`config.mk`:
```
export PLATFORM = sky130hd
export DESIGN_NAME = serial_add_ctrl
export DESIGN_NICKNAME = d
export VERILOG_FILES = /design/src/rtl/serial_add_pkg.sv /design/src/rtl/half_adder_cell.sv /design/src/rtl/serial_add_ctrl.sv
export SDC_FILE = /design/constraint.sdc
export NUM_CORES = 1
export LEC_CHECK = 0
export BUFFER_PORTS_ARGS = -buffer_cell sky130_fd_sc_hd__buf_2
export CAP_MARGIN = 20
export CORE_MARGIN = 3
export CORE_UTILIZATION = 53
export CTS_CLUSTER_DIAMETER = 50
export DETAILED_ROUTE_END_ITERATION = 8
export PLACE_DENSITY = 0.83
export SYNTH_ARGS = -nofsm -noshare
export SYNTH_HDL_FRONTEND = slang
export SYNTH_SLANG_ARGS = --single-unit
```
`constraint.sdc`:
```
create_clock -name clk -period 2.1 [get_ports clk]
set_input_delay 0.42 -clock clk [delete_from_list [all_inputs] [get_ports clk]]
set_output_delay 0.42 -clock clk [all_outputs]
set_load 0.005 [all_outputs]
```
`src/rtl/serial_add_pkg.sv`:
```
// serial_add_pkg: shared FSM state type and counter-width helper for the bit-serial adder
package serial_add_pkg;
   typedef enum logic [1:0] {IDLE, PH0, PH1, DONE} state_t;
   function automatic int cnt_w(input int w);
      return (w < 2) ? 1 : $clog2(w);
   endfunction
endpackage

```
`src/rtl/half_adder_cell.sv`:
```
// half_adder_cell: the single shared AND/XOR gate pair
module half_adder_cell (
   input  logic a,
   input  logic b,
   output logic and_o,
   output logic xor_o
);
   assign and_o = a & b;
   assign xor_o = a ^ b;
endmodule

```
`src/rtl/serial_add_ctrl.sv`:
```
// serial_add_ctrl: two-phase bit-serial ripple adder on one half-adder cell; SERIAL_ADD_SUB_EN adds in_sub (A-B)
module serial_add_ctrl
   import serial_add_pkg::*;
#(
   parameter int WIDTH = 8
) (
   input  logic             clk,
   input  logic             rst,
`ifdef SERIAL_ADD_SUB_EN
   input  logic             in_sub,
`endif
   input  logic             in_valid,
   output logic             in_ready,
   input  logic [WIDTH-1:0] in_a,
   input  logic [WIDTH-1:0] in_b,
   output logic             out_valid,
   input  logic             out_ready,
   output logic [WIDTH-1:0] out_sum,
   output logic             out_carry
);
   localparam int CNT_W = cnt_w(WIDTH);
   state_t             state_q, state_d;
   logic [WIDTH-1:0]   a_q, a_d, b_q, b_d, sum_q, sum_d;
   logic [CNT_W-1:0]   idx_q, idx_d;
   logic               carry_q, carry_d, ps_q, ps_d, c1_q, c1_d;
   logic               in_ready_q, out_valid_q;
   logic               cell_a, cell_b, cell_and, cell_xor, sub;
`ifdef SERIAL_ADD_SUB_EN
   assign sub = in_sub;
`else
   assign sub = 1'b0;
`endif
   assign cell_a = (state_q == PH0) ? a_q[idx_q] : ps_q;
   assign cell_b = (state_q == PH0) ? b_q[idx_q] : carry_q;
   half_adder_cell u_cell (
      .a     (cell_a),
      .b     (cell_b),
      .and_o (cell_and),
      .xor_o (cell_xor)
   );
   // next-state: sequence PH0/PH1 per bit, latching the cell outputs each phase
   always_comb begin
      state_d = state_q;
      a_d     = a_q;
      b_d     = b_q;
      sum_d   = sum_q;
      idx_d   = idx_q;
      carry_d = carry_q;
      ps_d    = ps_q;
      c1_d    = c1_q;
      case (state_q)
         IDLE: if (in_valid && in_ready_q) begin
            a_d     = in_a;
            b_d     = sub ? ~in_b : in_b;
            carry_d = sub;
            idx_d   = '0;
            state_d = PH0;
         end
         PH0: begin
            ps_d    = cell_xor;
            c1_d    = cell_and;
            state_d = PH1;
         end
         PH1: begin
            sum_d[idx_q] = cell_xor;
            carry_d      = c1_q | cell_and;
            if (idx_q == CNT_W'(WIDTH - 1)) state_d = DONE;
            else begin
               idx_d   = idx_q + 1'b1;
               state_d = PH0;
            end
         end
         default: state_d = out_ready ? IDLE : DONE;
      endcase
   end
   // state register; handshake outputs are registered from the next state
   always_ff @(posedge clk) begin
      if (rst) begin
         state_q     <= IDLE;
         a_q         <= '0;
         b_q         <= '0;
         sum_q       <= '0;
         idx_q       <= '0;
         carry_q     <= 1'b0;
         ps_q        <= 1'b0;
         c1_q        <= 1'b0;
         in_ready_q  <= 1'b1;
         out_valid_q <= 1'b0;
      end else begin
         state_q     <= state_d;
         a_q         <= a_d;
         b_q         <= b_d;
         sum_q       <= sum_d;
         idx_q       <= idx_d;
         carry_q     <= carry_d;
         ps_q        <= ps_d;
         c1_q        <= c1_d;
         in_ready_q  <= (state_d == IDLE);
         out_valid_q <= (state_d == DONE);
      end
   end
   assign in_ready  = in_ready_q;
   assign out_valid = out_valid_q;
   assign out_sum   = sum_q;
   assign out_carry = carry_q;
endmodule
```
# Word level (Yosys, flattened, before mapping)
# Index checks and enable logic that the tools add are counted.
# word_totals
word_cells	48
register_bits	34
in_bits	20
out_inout_bits	11
# classes
n_addsub	1
n_eq_ne	6
mux	18
n_bitwise	3
n_lt_le_gt_ge	2
reduce_logical	8
# ops
cell	count
$bwmux 8	1
$bmux 1 s3	2
$mux 1	6
$mux 2	3
$mux 3	2
$pmux 2 s3	1
$pmux 3 s2	1
$eq 2x2->1 const B	2
$logic_not 2->1	2
$lt 3x4->1 const B	1
$ne 2x2->1 const B	2
$reduce_and 2->1	2
$add 3x1->3 const B	1
$demux 1 s3	1
$eq 3x3->1 const B	1
$ge 3x1->1 const B	1
$reduce_and 3->1	1
$eq 2x1->1 const B	1
$logic_and 1x1->1	2
$pmux 1 s2	1
$reduce_bool 2->1	1
$and 1x1->1	1
$or 1x1->1	1
$xor 1x1->1	1

# Depth between registers and ports, before layout
# depth
ltp_word	6
ltp_mapped	9
depth_no_buf	6

# Cells and area by module
# From an unflattened synthesis, not the netlist that was laid out.
# unflattened
cells_unflattened	177
area_unflattened_um2	1512.7
# modules_own_cells
module	area_per_inst_um2	cells_each	seq_area_each_um2	instances
serial_add_ctrl	1500.2	176	680.7	1
half_adder_cell	12.5	1	0.0	1

# Worst setup path after synthesis
# OpenSTA, ideal clock, no wires.
# synth_path
kind	reg2reg
from	reg idx_q[0]
to	reg ps_q
arrival_time_ps	1819
n_path_buf	3
setup_ps	132
period_less_slack_ps	1951
path_stages_with_launch	10
t_required_ps	1968
path_slack_ps	149
path_cell_list	dfxtp_1 buf_4 buf_8 mux2i_1 mux4_2 o21ai_1 ha_1 clkbuf_1 nand3b_1 a21oi_1
# synth_via
elab_chain_len	4
word_cells_on_any_way	7
classes_between	mux (6); bitwise (1)
# synth_lines
element	line_no	text
start, declared	serial_add_ctrl.sv:24	logic [CNT_W-1:0] idx_q, idx_d;
start signal, assigned	serial_add_ctrl.sv:94	idx_q <= idx_d;
$bmux 1 s3 (on tied branches)	serial_add_ctrl.sv:33, serial_add_ctrl.sv:34	
$mux 1 (on tied branches) (2 in a row)	serial_add_ctrl.sv:33, serial_add_ctrl.sv:34	
$xor 1x1->1 (*)	half_adder_cell.sv:9	assign xor_o = a ^ b;
named net cell_xor	serial_add_ctrl.sv:27	logic cell_a, cell_b, cell_and, cell_xor, sub;
end signal, assigned	serial_add_ctrl.sv:96	ps_q <= ps_d;
end, declared	serial_add_ctrl.sv:25	logic carry_q, carry_d, ps_q, ps_d, c1_q, c1_d;
# The timed path passes the listed nets; every way through them passes the cells marked *. The select of a mux whose other input is x is not followed.
# A chain may end at the register's enable or synchronous reset.

# Worst setup path after layout
# layout_path
from	reg idx_q[0]
to	reg sum_q[6], in the netlist out_sum[6]
# layout_via
elab_chain_len	5
word_cells_on_any_way	13
classes_between	order compare (2); mux (9); bitwise (1); reduce/logical (1)
# layout_lines
element	line_no	text
$bmux 1 s3 (on tied branches)	serial_add_ctrl.sv:33, serial_add_ctrl.sv:34	
$mux 1 (on tied branches) (2 in a row)	serial_add_ctrl.sv:33, serial_add_ctrl.sv:34	
$xor 1x1->1 (*)	half_adder_cell.sv:9	
named net cell_xor	serial_add_ctrl.sv:27	
$bwmux 8 (*)	serial_add_ctrl.sv:65	sum_d[idx_q] = cell_xor;
end signal, assigned	serial_add_ctrl.sv:93	sum_q <= sum_d;
end, declared	serial_add_ctrl.sv:23	logic [WIDTH-1:0] a_q, a_d, b_q, b_d, sum_q, sum_d;
# Marks and branches as above.

==> run_results.csv <==
group,metric,value,unit
run_status,status,"finished clean",
synthesis,synthesis.yosys.warnings,0,
placement,gp_congestion,0.741,
min_path,hp-class,"primary input to flip-flop",
grt,grtUsageMet2,0.330,
timing,worst_slew_pin_slew,0.567,ns
die,initial_core_util,0.584,
detailed_routing,pre_repair_dr_iteration_count,4,
cells_and_area,multi_input_comb_area,777,µm²
clock_network,cts.sinks,34,
placement,final_hpwl_from_detailed_placement,2240,µm
grt,gr_met1_demand_resource,0.216,
power,netSwitchingPower,0.317,mW
power,power_density_normalized_to_cell_area,691,nW/µm²
synthesis,postSynthAreaPerCell,8.43,µm²
clock_network,cts_tree,"done",
clock_network,clock_latency,0.33,ns
setup_path,criticalPathCategory,"flip-flop to flip-flop",
timing,final_critical_path_setup_slack,0.132,ns
setup_path,timing.critical_path.to_type,"flip-flop",
power,total_leakage_power,0.669,nW
timing,final_critical_period,1.97,ns
grt,grtUsageTotal,0.197,
detailed_routing,ant_nets,0,
setup_path,worst-r2r-setup-slack,0.13,ns
setup_path,cp_cell_sequence,"mux2i_1 > mux4_2 > o21ai_1 > ha_1 > nand4_1 > a21oi_1",
timing,min_period_over_period,0.937,
clock_network,holdBufCountCts,0,
setup_path,cp_data_arrival_time,2.22,ns
placement,placement.setup.worst_slack,-0.00764,ns
cells_and_area,final-seq-area,682,µm²
grt,grt_start_max_net_pins,35,
power,seqPwrFrac,0.587,
detailed_routing,wl,3080,µm
die,die_x,59.6,µm
timing,clock-skew-final,0.00847,ns
timing,setup_violations,0,
detailed_routing,num_vias,1330,
grt,global_route.peak_usage_layer,"met2",
cells_and_area,antenna_cells,0,
setup_path,cp_data_required_time,2.35,ns
synthesis,ys_types,31,
clock_network,cts_buffer_depth,2,
die,design.die.area,3560,µm²
setup_path,critical_path.max_fanout,11,
power,power_frac_clock,0.275,
power,swShare,0.265,
cells_and_area,proportion_of_layout_cells_with_a_drive_suffix_above_1,0.226,
cells_and_area,layout.filler_cells,223,
grt,number_of_global_route_vias_before_repair,1225,
power,vdd_ir_drop_max,508,µV
grt,grt.met3_usage,0.0719,
power,p_comb_frac,0.138,
grt,antenna_found_initial,0,
grt,grt_pass1_wl,5180,µm
die,die-height,59.6,µm
grt,grt.overflow.total,0,
run,max_cap_check_violation_count,0,
detailed_routing,drcViolationCount,0,
detailed_routing,drt-initial-drc-count,52,
synthesis,synth.top_cell.area_share,0.446,
clock_network,clock_pin_slew_of_the_registers_on_the_worst_case_setup_and_hold_paths,0.10,ns
power,p_int,0.878,mW
setup_path,max_stage_delay,0.50,ns
synthesis,ys_top_cells_by_area,"sky130_fd_sc_hd__dfxtp_1, sky130_fd_sc_hd__a21oi_1, sky130_fd_sc_hd__nand2_1, sky130_fd_sc_hd__mux2i_1, sky130_fd_sc_hd__nand3_1",
synthesis,synth_nets,204,
synthesis,postSynthCellCount,181,
clock_network,htree_levels,2,
synthesis,netlist_area,1530,µm²
timing,maxClockFrequency,508,MHz
clock_network,numCtsBuffers,5,
synthesis,synthDominantAreaCellType,"sky130_fd_sc_hd__dfxtp_1",
detailed_routing,post_drt_wl_per_cell,13.0,µm
die,placeableCoreArea,2610,µm²
die,pin_count,31,
cells_and_area,area_growth_syn_to_layout,13.4,%
clock_network,cts-root-buf,"sky130_fd_sc_hd__clkbuf_4",
timing,worst_hold_slack,0.320,ns
detailed_routing,vias_per_cell,5.59,
synthesis,synth-seq-cells,34,
synthesis,synth-seq-area-share,0.446,
cells_and_area,finalNetCount,231,
placement,io_buffers,30,
timing,max_slew_margin,0.622,
setup_path,worst_setup_path_start_kind,"flip-flop",
timing,grt_setup_unrepaired,"false",
timing,final-hold-violation-count,0,
setup_path,critPathSlowestCell,"sky130_fd_sc_hd__dfxtp_2",
timing,final_max_slew_viol_count,0,
die,rows,18,
synth_stat cells:
library cell                 n
sky130_fd_sc_hd__nor3_1      1
sky130_fd_sc_hd__or3b_4      1
sky130_fd_sc_hd__a21oi_1    30
sky130_fd_sc_hd__nor2_1      5
sky130_fd_sc_hd__buf_4       1
sky130_fd_sc_hd__nor3b_2     1
sky130_fd_sc_hd__nor3b_1     1
sky130_fd_sc_hd__mux4_2      2
sky130_fd_sc_hd__nor4bb_1    1
sky130_fd_sc_hd__buf_2       2
sky130_fd_sc_hd__nand2_1    40
sky130_fd_sc_hd__a21o_1      1
sky130_fd_sc_hd__and3b_1     1
sky130_fd_sc_hd__nand2b_1    4
sky130_fd_sc_hd__ha_1        3
sky130_fd_sc_hd__buf_1       1
sky130_fd_sc_hd__nand4_1     2
sky130_fd_sc_hd__mux2i_1     9
sky130_fd_sc_hd__nand3_1    10
sky130_fd_sc_hd__buf_8       1
sky130_fd_sc_hd__a22oi_1     1
sky130_fd_sc_hd__o31ai_1     2
sky130_fd_sc_hd__nand4bb_1   1
sky130_fd_sc_hd__clkbuf_1   10
sky130_fd_sc_hd__a211oi_1    1
sky130_fd_sc_hd__o21ai_1     4
sky130_fd_sc_hd__or3b_2      1
sky130_fd_sc_hd__o21ai_0     5
sky130_fd_sc_hd__dfxtp_1    34
sky130_fd_sc_hd__nor2b_1     3
sky130_fd_sc_hd__nand3b_1    2
stage by stage:
stage | cells | utilization | TNS, ns | instance area, µm² | total power [mW]
floorplan | 181 | - | 0 | 1530 | 0.831
global route | 238 | 0.662 | 0 | 1730 | 1.26
CTS | 238 | 0.662 | 0 | 1730 | 1.20
finish | 238 | 0.662 | 0 | 1730 | 1.19
global placement | 231 | 0.644 | 0 | 1680 | 0.874
detailed placement | 231 | 0.644 | -0.00764 | 1680 | 0.882
final cells by class:
class | count | area share
Tap cell | 30 | 0.0217
Timing Repair Buffer | 35 | 0.109
Sequential cell | 34 | 0.394
Multi-Input combinational cell | 132 | 0.449
Clock buffer | 7 | 0.0260
placed cells by master (no fill, tap or decap), types with 2 or more instances in the layout:
cell type                  synthesis  layout
sky130_fd_sc_hd__nor2_1            5       5
sky130_fd_sc_hd__nand3_1          10      10
sky130_fd_sc_hd__nand2_1          40      40
sky130_fd_sc_hd__buf_2             2      30
sky130_fd_sc_hd__nand2b_1          4       4
sky130_fd_sc_hd__mux4_2            2       2
sky130_fd_sc_hd__clkbuf_1         10       2
sky130_fd_sc_hd__buf_4             1       5
sky130_fd_sc_hd__ha_1              3       3
sky130_fd_sc_hd__o21ai_1           4       4
sky130_fd_sc_hd__o21ai_0           5       5
sky130_fd_sc_hd__nor2b_1           3       3
sky130_fd_sc_hd__clkbuf_4          0       5
sky130_fd_sc_hd__dfxtp_1          34      33
sky130_fd_sc_hd__mux2i_1           9       9
sky130_fd_sc_hd__a21oi_1          30      30
sky130_fd_sc_hd__nand3b_1          2       2
sky130_fd_sc_hd__o31ai_1           2       2
sky130_fd_sc_hd__nand4_1           2       2
worst paths after layout:
| path | cells past startpoint | endpoint | from |
|---|---|---|---|
| max | 6 | out_sum[6] | idx_q[0] |
| min | 3 | a_q[4] | in_a[4] |
| max reg2reg | 6 | out_sum[6] | idx_q[0] |
| min reg2reg | 2 | b_q[7] | b_q[7] |
power by group through the flow:
stage	combinational, mW	clock, mW	sequential [mW]
6_report	0.165	0.328	0.701
5_1_grt	0.186	0.369	0.705
3_5_place_dp	0.166	0	0.716
2_1_floorplan	0.124	0	0.707
3_3_place_gp	0.159	0	0.715
4_1_cts	0.166	0.337	0.701
repair_timing:
action | CTS | global route
gates resized for setup | 1 | 0
setup buffers | 0 | 0
endpoints found under the setup margin | 1 | 0
per-layer routing:
metal	part of all wire	vias up
met5	0	-
met4	0.021	0
met3	0.059	8
met2	0.51	36
met1	0.41	606
li1	-	680
critical path: cells and delay by family, from the launching register on:
family / cells / cell delay (ns)
flip-flops: 1 / 0.50
AND/OR/NAND/NOR: 1 / 0.14
AO/OA/AOI/OAI: 2 / 0.35
multiplexers: 2 / 0.60
adder cells (fa/ha/maj): 1 / 0.31
kinds of logic (layout without fill, tap and decap cells):
kind of cell | Yosys count | count (layout) | synth area share
AOI/OAI and AO/OA | 44 | 44 | 0.153
adders and majority gates | 3 | 3 | 0.0246
buffers and inverters | 15 | 42 | 0.0484
DFF | 34 | 34 | 0.446
muxes | 11 | 11 | 0.0886
and+or+nand+nor | 74 | 74 | 0.240
state kept, by name (all words and copies together) (netlist names):
register,cells
idx_q,3
in_ready,1
out_valid,1
out_carry,1
out_sum,8
b_q,8
c1_q,1
a_q,8
state_q,2
ps_q,1
Note: power is estimated with default switching activity, not from simulation.
